### src/rtl/cpu_clock_ctrl.sv
`default_nettype none
// ============================================================================
// Module   : cpu_clock_ctrl
// Brief    : CPU clock-enable controller for run / halt / single-step.
//            Optional step-button debouncer: `define STEP_DEBOUNCE_EN
// Revision : 1.0 - initial release
// ============================================================================
module cpu_clock_ctrl #(
    parameter int DEBOUNCE_CYCLES = 16,
    parameter int CYCLE_CNT_W     = 32
) (
    input  logic                   clk_in,
    input  logic                   reset,
    input  logic                   slow_clk,
    input  logic                   run_req,
    input  logic                   step_btn,
    input  logic                   halt_req,
    output logic                   cpu_ce,
    output logic [1:0]             state,
    output logic                   halted,
    output logic [CYCLE_CNT_W-1:0] cycle_cnt
);

    typedef enum logic [1:0] {
        S_HALT   = 2'b00,
        S_RUN    = 2'b01,
        S_STEP   = 2'b10,
        S_HLATCH = 2'b11
    } state_t;

    if (DEBOUNCE_CYCLES < 1) begin : g_bad_cfg
        $error("DEBOUNCE_CYCLES must be at least 1");
    end

    logic       slow_s1_q, slow_s2_q, slow_hist_q;
    logic [1:0] fill_q;
    logic       armed_q;
    logic       tick_q;
    logic       btn_s1_q, btn_s2_q;
    logic       step_hist_q;
    logic       w_step_lvl;
    logic       w_step_ev;

    state_t                 state_q, state_d;
    logic                   ce_d;
    logic                   cpu_ce_q;
    logic                   halted_q;
    logic [CYCLE_CNT_W-1:0] cycle_cnt_q;

    // Ticks are only armed once a settled low has been seen after reset, so a
    // slow_clk that is already high at release cannot produce a tick.
    always_ff @(posedge clk_in or posedge reset) begin
        if (reset) begin
            slow_s1_q   <= 1'b0;
            slow_s2_q   <= 1'b0;
            slow_hist_q <= 1'b0;
            fill_q      <= 2'd0;
            armed_q     <= 1'b0;
            tick_q      <= 1'b0;
            btn_s1_q    <= 1'b0;
            btn_s2_q    <= 1'b0;
            step_hist_q <= 1'b0;
        end else begin
            slow_s1_q   <= slow_clk;
            slow_s2_q   <= slow_s1_q;
            slow_hist_q <= slow_s2_q;
            if (fill_q != 2'd2)
                fill_q <= fill_q + 2'd1;
            if ((fill_q == 2'd2) && !slow_s2_q)
                armed_q <= 1'b1;
            tick_q      <= slow_s2_q & ~slow_hist_q & armed_q;
            btn_s1_q    <= step_btn;
            btn_s2_q    <= btn_s1_q;
            step_hist_q <= w_step_lvl;
        end
    end

`ifdef STEP_DEBOUNCE_EN
    localparam int             DB_W   = $clog2(DEBOUNCE_CYCLES + 1);
    localparam logic [DB_W-1:0] DB_MAX = DB_W'(DEBOUNCE_CYCLES);

    logic            btn_prev_q;
    logic [DB_W-1:0] db_cnt_q;
    logic            btn_lvl_q;

    // db_cnt_q counts consecutive equal synchronized samples held in btn_prev_q.
    always_ff @(posedge clk_in or posedge reset) begin
        if (reset) begin
            btn_prev_q <= 1'b0;
            db_cnt_q   <= '0;
            btn_lvl_q  <= 1'b0;
        end else begin
            btn_prev_q <= btn_s2_q;
            if (btn_s2_q != btn_prev_q)
                db_cnt_q <= DB_W'(1);
            else if (db_cnt_q != DB_MAX)
                db_cnt_q <= db_cnt_q + DB_W'(1);
            if (db_cnt_q == DB_MAX)
                btn_lvl_q <= btn_prev_q;
        end
    end

    assign w_step_lvl = btn_lvl_q;
`else
    assign w_step_lvl = btn_s2_q;
`endif

    assign w_step_ev = w_step_lvl & ~step_hist_q;

    always_comb begin
        state_d = state_q;
        ce_d    = 1'b0;
        case (state_q)
            S_HALT: begin
                if (run_req)
                    state_d = S_RUN;
                else if (w_step_ev)
                    state_d = S_STEP;
            end
            S_RUN: begin
                if (halt_req) begin
                    state_d = S_HLATCH;
                end else begin
                    ce_d = tick_q;
                    if (!run_req)
                        state_d = S_HALT;
                end
            end
            S_STEP: begin
                // A tick coinciding with run_req is issued once, then RUN continues.
                if (halt_req) begin
                    state_d = S_HLATCH;
                end else if (tick_q) begin
                    ce_d    = 1'b1;
                    state_d = run_req ? S_RUN : S_HALT;
                end else if (run_req) begin
                    state_d = S_RUN;
                end
            end
            S_HLATCH: begin
                if (!run_req)
                    state_d = S_HALT;
            end
            default: state_d = S_HALT;
        endcase
    end

    always_ff @(posedge clk_in or posedge reset) begin
        if (reset) begin
            state_q     <= S_HALT;
            cpu_ce_q    <= 1'b0;
            halted_q    <= 1'b1;
            cycle_cnt_q <= '0;
        end else begin
            state_q  <= state_d;
            cpu_ce_q <= ce_d;
            halted_q <= (state_d == S_HALT) || (state_d == S_HLATCH);
            if (ce_d)
                cycle_cnt_q <= cycle_cnt_q + CYCLE_CNT_W'(1);
        end
    end

    assign cpu_ce    = cpu_ce_q;
    assign state     = state_q;
    assign halted    = halted_q;
    assign cycle_cnt = cycle_cnt_q;

endmodule
`default_nettype wire

### config.mk
export PLATFORM = sky130hd
export DESIGN_NAME = cpu_clock_ctrl
export DESIGN_NICKNAME = d
export VERILOG_FILES = /design/src/rtl/cpu_clock_ctrl.sv
export SDC_FILE = /design/constraint.sdc
export NUM_CORES = 1
export LEC_CHECK = 0
export CORE_ASPECT_RATIO = 2
export CORE_MARGIN = 3
export CORE_UTILIZATION = 45
export CTS_CLUSTER_DIAMETER = 100
export DETAILED_ROUTE_END_ITERATION = 10
export GPL_TIMING_DRIVEN = 0
export PLACE_DENSITY = 0.76
export SYNTH_ARGS = -nofsm -noshare
export SYNTH_HDL_FRONTEND = slang
export SYNTH_SLANG_ARGS = --single-unit
### constraint.sdc
create_clock -name clk_in -period 2.5 [get_ports clk_in]
set_clock_uncertainty 0.1 [all_clocks]
set_input_delay 0.75 -clock clk_in [delete_from_list [all_inputs] [get_ports clk_in]]
set_output_delay 0.75 -clock clk_in [all_outputs]
set_load 0.1 [all_outputs]
==> results.md <==
* CTS buffer count at 5
* Diodes inserted at 0
* Fin. Hold Viols at 0
* Effective utilization at floorplan at between 40% and 50%
* Cts hold-fix bufs at 0
* Multi-input gate area at 835 sq um
* Clk sink count at 46
* Hold path startpoint: btn_s1_q
* Placed cell areas at 2570 sq um
* Row Count at 34
* Worst path max stage delay at 880 ps
* Status: finished clean
* DRC viols at 0
* Worst vdd ir at 0.808 mV
* Vias/cell at 5.05
* Setup_tns at 0 ps
* Crit-path cells: dlygate4sd2_1
* Clk slew on worst S/H paths at around 80 ps
* CP Data Arrival Time at ~1600 ps
* Critical Path Fanout Max at 5
* Delay-heaviest family, CP: buffers and inverters
* Slew HR at a little over a third
* Post-layout util at around three fifths
* Final setup viols at 0
* Pwr/cell area at 809 nW/um^2
* CTS max path bufs at 2
* Grt ovf at 0
* # IOs at 42
* Root Buffer Master: clkbuf_8
* Total global routing track utilization at between 15 and 20%
* Syn Nets at 184
* Yosys warns at 0
* Startpoint Class: flip-flop
* Worst skew pair latency at 290 ps
* Buffers plus inverters on the worst setup path at 1
* Layout net count at 233
* Post-route ant nets at 0
* Final Power at 2110 uW
* Core area at 4380 sq um
* Cells after synthesis at 172
* Synth cell types at 35
* Chip width at 53.6 um
* Worst min path class: reg2reg
* Final HPWL DP at 2.74 mm
* Routed vias at around 1.4k
* CP Capture Type: output port
* Setup bufs post-CTS at 0
* #FFs+latches synth at 46
* Hold path depth at 0
* Vias in the first global route at 1,414
* Worst r2r src: state[0]
* Avg WL per Cell at 13.2 um
* Max stage delay cell, worst path: dlygate4sd2_1
* H-Tree Depth at 2
* Synth-to-Final Area Change at 27.7%
* Most frequent cells in the layout: 32 x dfrtp_1, 29 x dlygate4sd2_1, 20 x xnor2_1
* Hold path endpoint: btn_s2_q
* DIE HEIGHT at just over 100 um
* Max Cap Violations at 0
* Fillers at just under 400
* Unrepaired setup endpoints after global routing: no
* Fmax at 408 MHz
* First-pass detailed-route iteration total at 3
* Reg2reg end: cycle_cnt[31]
* First-pass GRT wire length at 6.30 mm
* Worst Path Required at 1650 ps
* CTS tree: done
* Iter 0 DRT Violations at 18
* Register area share after synthesis at 56.5%
* Internal reg-to-reg setup slack at around 180 ps
* Final instance area at roughly 2600 sq um
* Tcrit/Tclk final at roughly 98%
* LEAKAGE at roughly 0.0013 uW
* Register area at approximately 1200 sq um
* Layout cell share with drive strength beyond 1 at 18.5%
* Port Buffers at 41
* Antenna violations before repair at 0
* Routability cong. at 0.736
* Least-Margin Pin Slew at 977 ps
* Fin crit period at 2450 ps
* Most common cell after layout, fill and taps aside: dfrtp_1
* Area of the die at 5430 sq um
* Synth Cell Area at between 2000 and 2500 sq um
* Critical path type: reg2out
* Syn avg cell area at 11.9 sq um
* DRT Wirelength at 3.63 mm
* Largest net degree at the start of global routing at 42
* Final Slew Violations at 0
* R2R depth at 9
==> power breakdown <==
part           switching, uW  total, uW  internal (uW)
Combinational            567        748            181
Sequential              72.1        903            831
Clock                    234        456            222
Total                    873       2110           1230
==> metrics by stage <==
stage / std cells / hold WS [ps] / setup slack [ps]
2_1_floorplan: 172 / 231 / -10.1
5_1_grt: 276 / 283 / 2.65
3_5_place_dp: 268 / 240 / -376
3_3_place_gp: 267 / 234 / -556
6_report: 276 / 258 / 48.3
4_1_cts: 276 / 261 / 4.91
==> cells in the mapped netlist, drive strengths merged <==
| master | count | area share [%] |
|---|---|---|
| o21ai | 3 | 0.74 |
| nor3b | 1 | 0.37 |
| dfrtp | 45 | 55 |
| and3b | 1 | 0.43 |
| a32oi | 1 | 0.43 |
| xnor2 | 20 | 8.6 |
| nand4 | 8 | 3.2 |
| nor2b | 1 | 0.31 |
| nand3 | 6 | 1.5 |
| xor2 | 13 | 5.6 |
| dfstp | 1 | 1.3 |
| a21oi | 1 | 0.25 |
| and2b | 1 | 0.43 |
| inv | 10 | 1.8 |
| nor4 | 3 | 0.92 |
| or4 | 1 | 0.55 |
| nor2 | 11 | 2.8 |
| and2 | 1 | 0.31 |
| buf | 2 | 1.1 |
| mux2i | 1 | 0.49 |
| a21o | 2 | 0.74 |
| nor3 | 2 | 0.49 |
| and4 | 6 | 2.6 |
| ha | 6 | 3.7 |
| nand2 | 16 | 2.9 |
| o31ai | 1 | 0.37 |
| nand2b | 1 | 0.31 |
| and3 | 3 | 0.98 |
| a221oi | 2 | 0.86 |
| mux2 | 1 | 0.55 |
| or2 | 1 | 0.31 |
==> logic make-up (layout without fill, tap and decap cells) <==
logic type / after synthesis / in the layout / synth area share [%]
adders and majority gates: 6 / 6 / 3.68
muxes: 2 / 2 / 1.04
xor gates and xnor gates: 33 / 33 / 14.2
buffers and inverters: 12 / 62 / 2.94
DFF: 46 / 46 / 56.5
AOI/OAI and AO/OA: 10 / 10 / 3.37
and+or+nand+nor: 63 / 63 / 18.3
==> area by class of cell <==
type | instances | area share [%]
timing repair buffer | 42 | 14.4
buffer | 2 | 0.865
inverter | 10 | 1.44
clock inverter | 2 | 0.480
clock buffer | 6 | 3.17
tap | 54 | 2.59
multi-input combinational | 114 | 32.0
sequential | 46 | 45.1
==> per-layer routing <==
layer	share of wire, %	vias up	global-route usage, %
li1	-	683	-
met1	39	684	17.8
met2	55	24	26.9
met3	3.3	4	2.65
met4	2.0	0	7.09
met5	0	-	0
==> what timing repair did <==
item	CTS	global route
setup endpoints to repair	44	8
gates resized for setup	39	10
cloned	0	0
==> flip-flops by register name, summed over array words and instances, names as in the netlist <==
name / count
cycle_cnt: 32
fill_q: 2
state: 2
armed_q: 1
btn_s1_q: 1
btn_s2_q: 1
cpu_ce: 1
halted: 1
slow_hist_q: 1
slow_s1_q: 1
slow_s2_q: 1
step_hist_q: 1
tick_q: 1
==> worst max-delay path by stage <==
stage	start	endpoint	slack, ps	cells past startpoint
4_1_cts	cycle_cnt[8]	cycle_cnt[8]	5	1
2_1_floorplan	cycle_cnt[19]	cycle_cnt[29]	-10	6
3_3_place_gp	reset	state[0]	-560	2
6_report	cycle_cnt[24]	cycle_cnt[24]	50	1
3_5_place_dp	halt_req	cycle_cnt[26]	-380	7
5_1_grt	cycle_cnt[19]	cycle_cnt[19]	3	1
(Power assumes the default switching activity.)
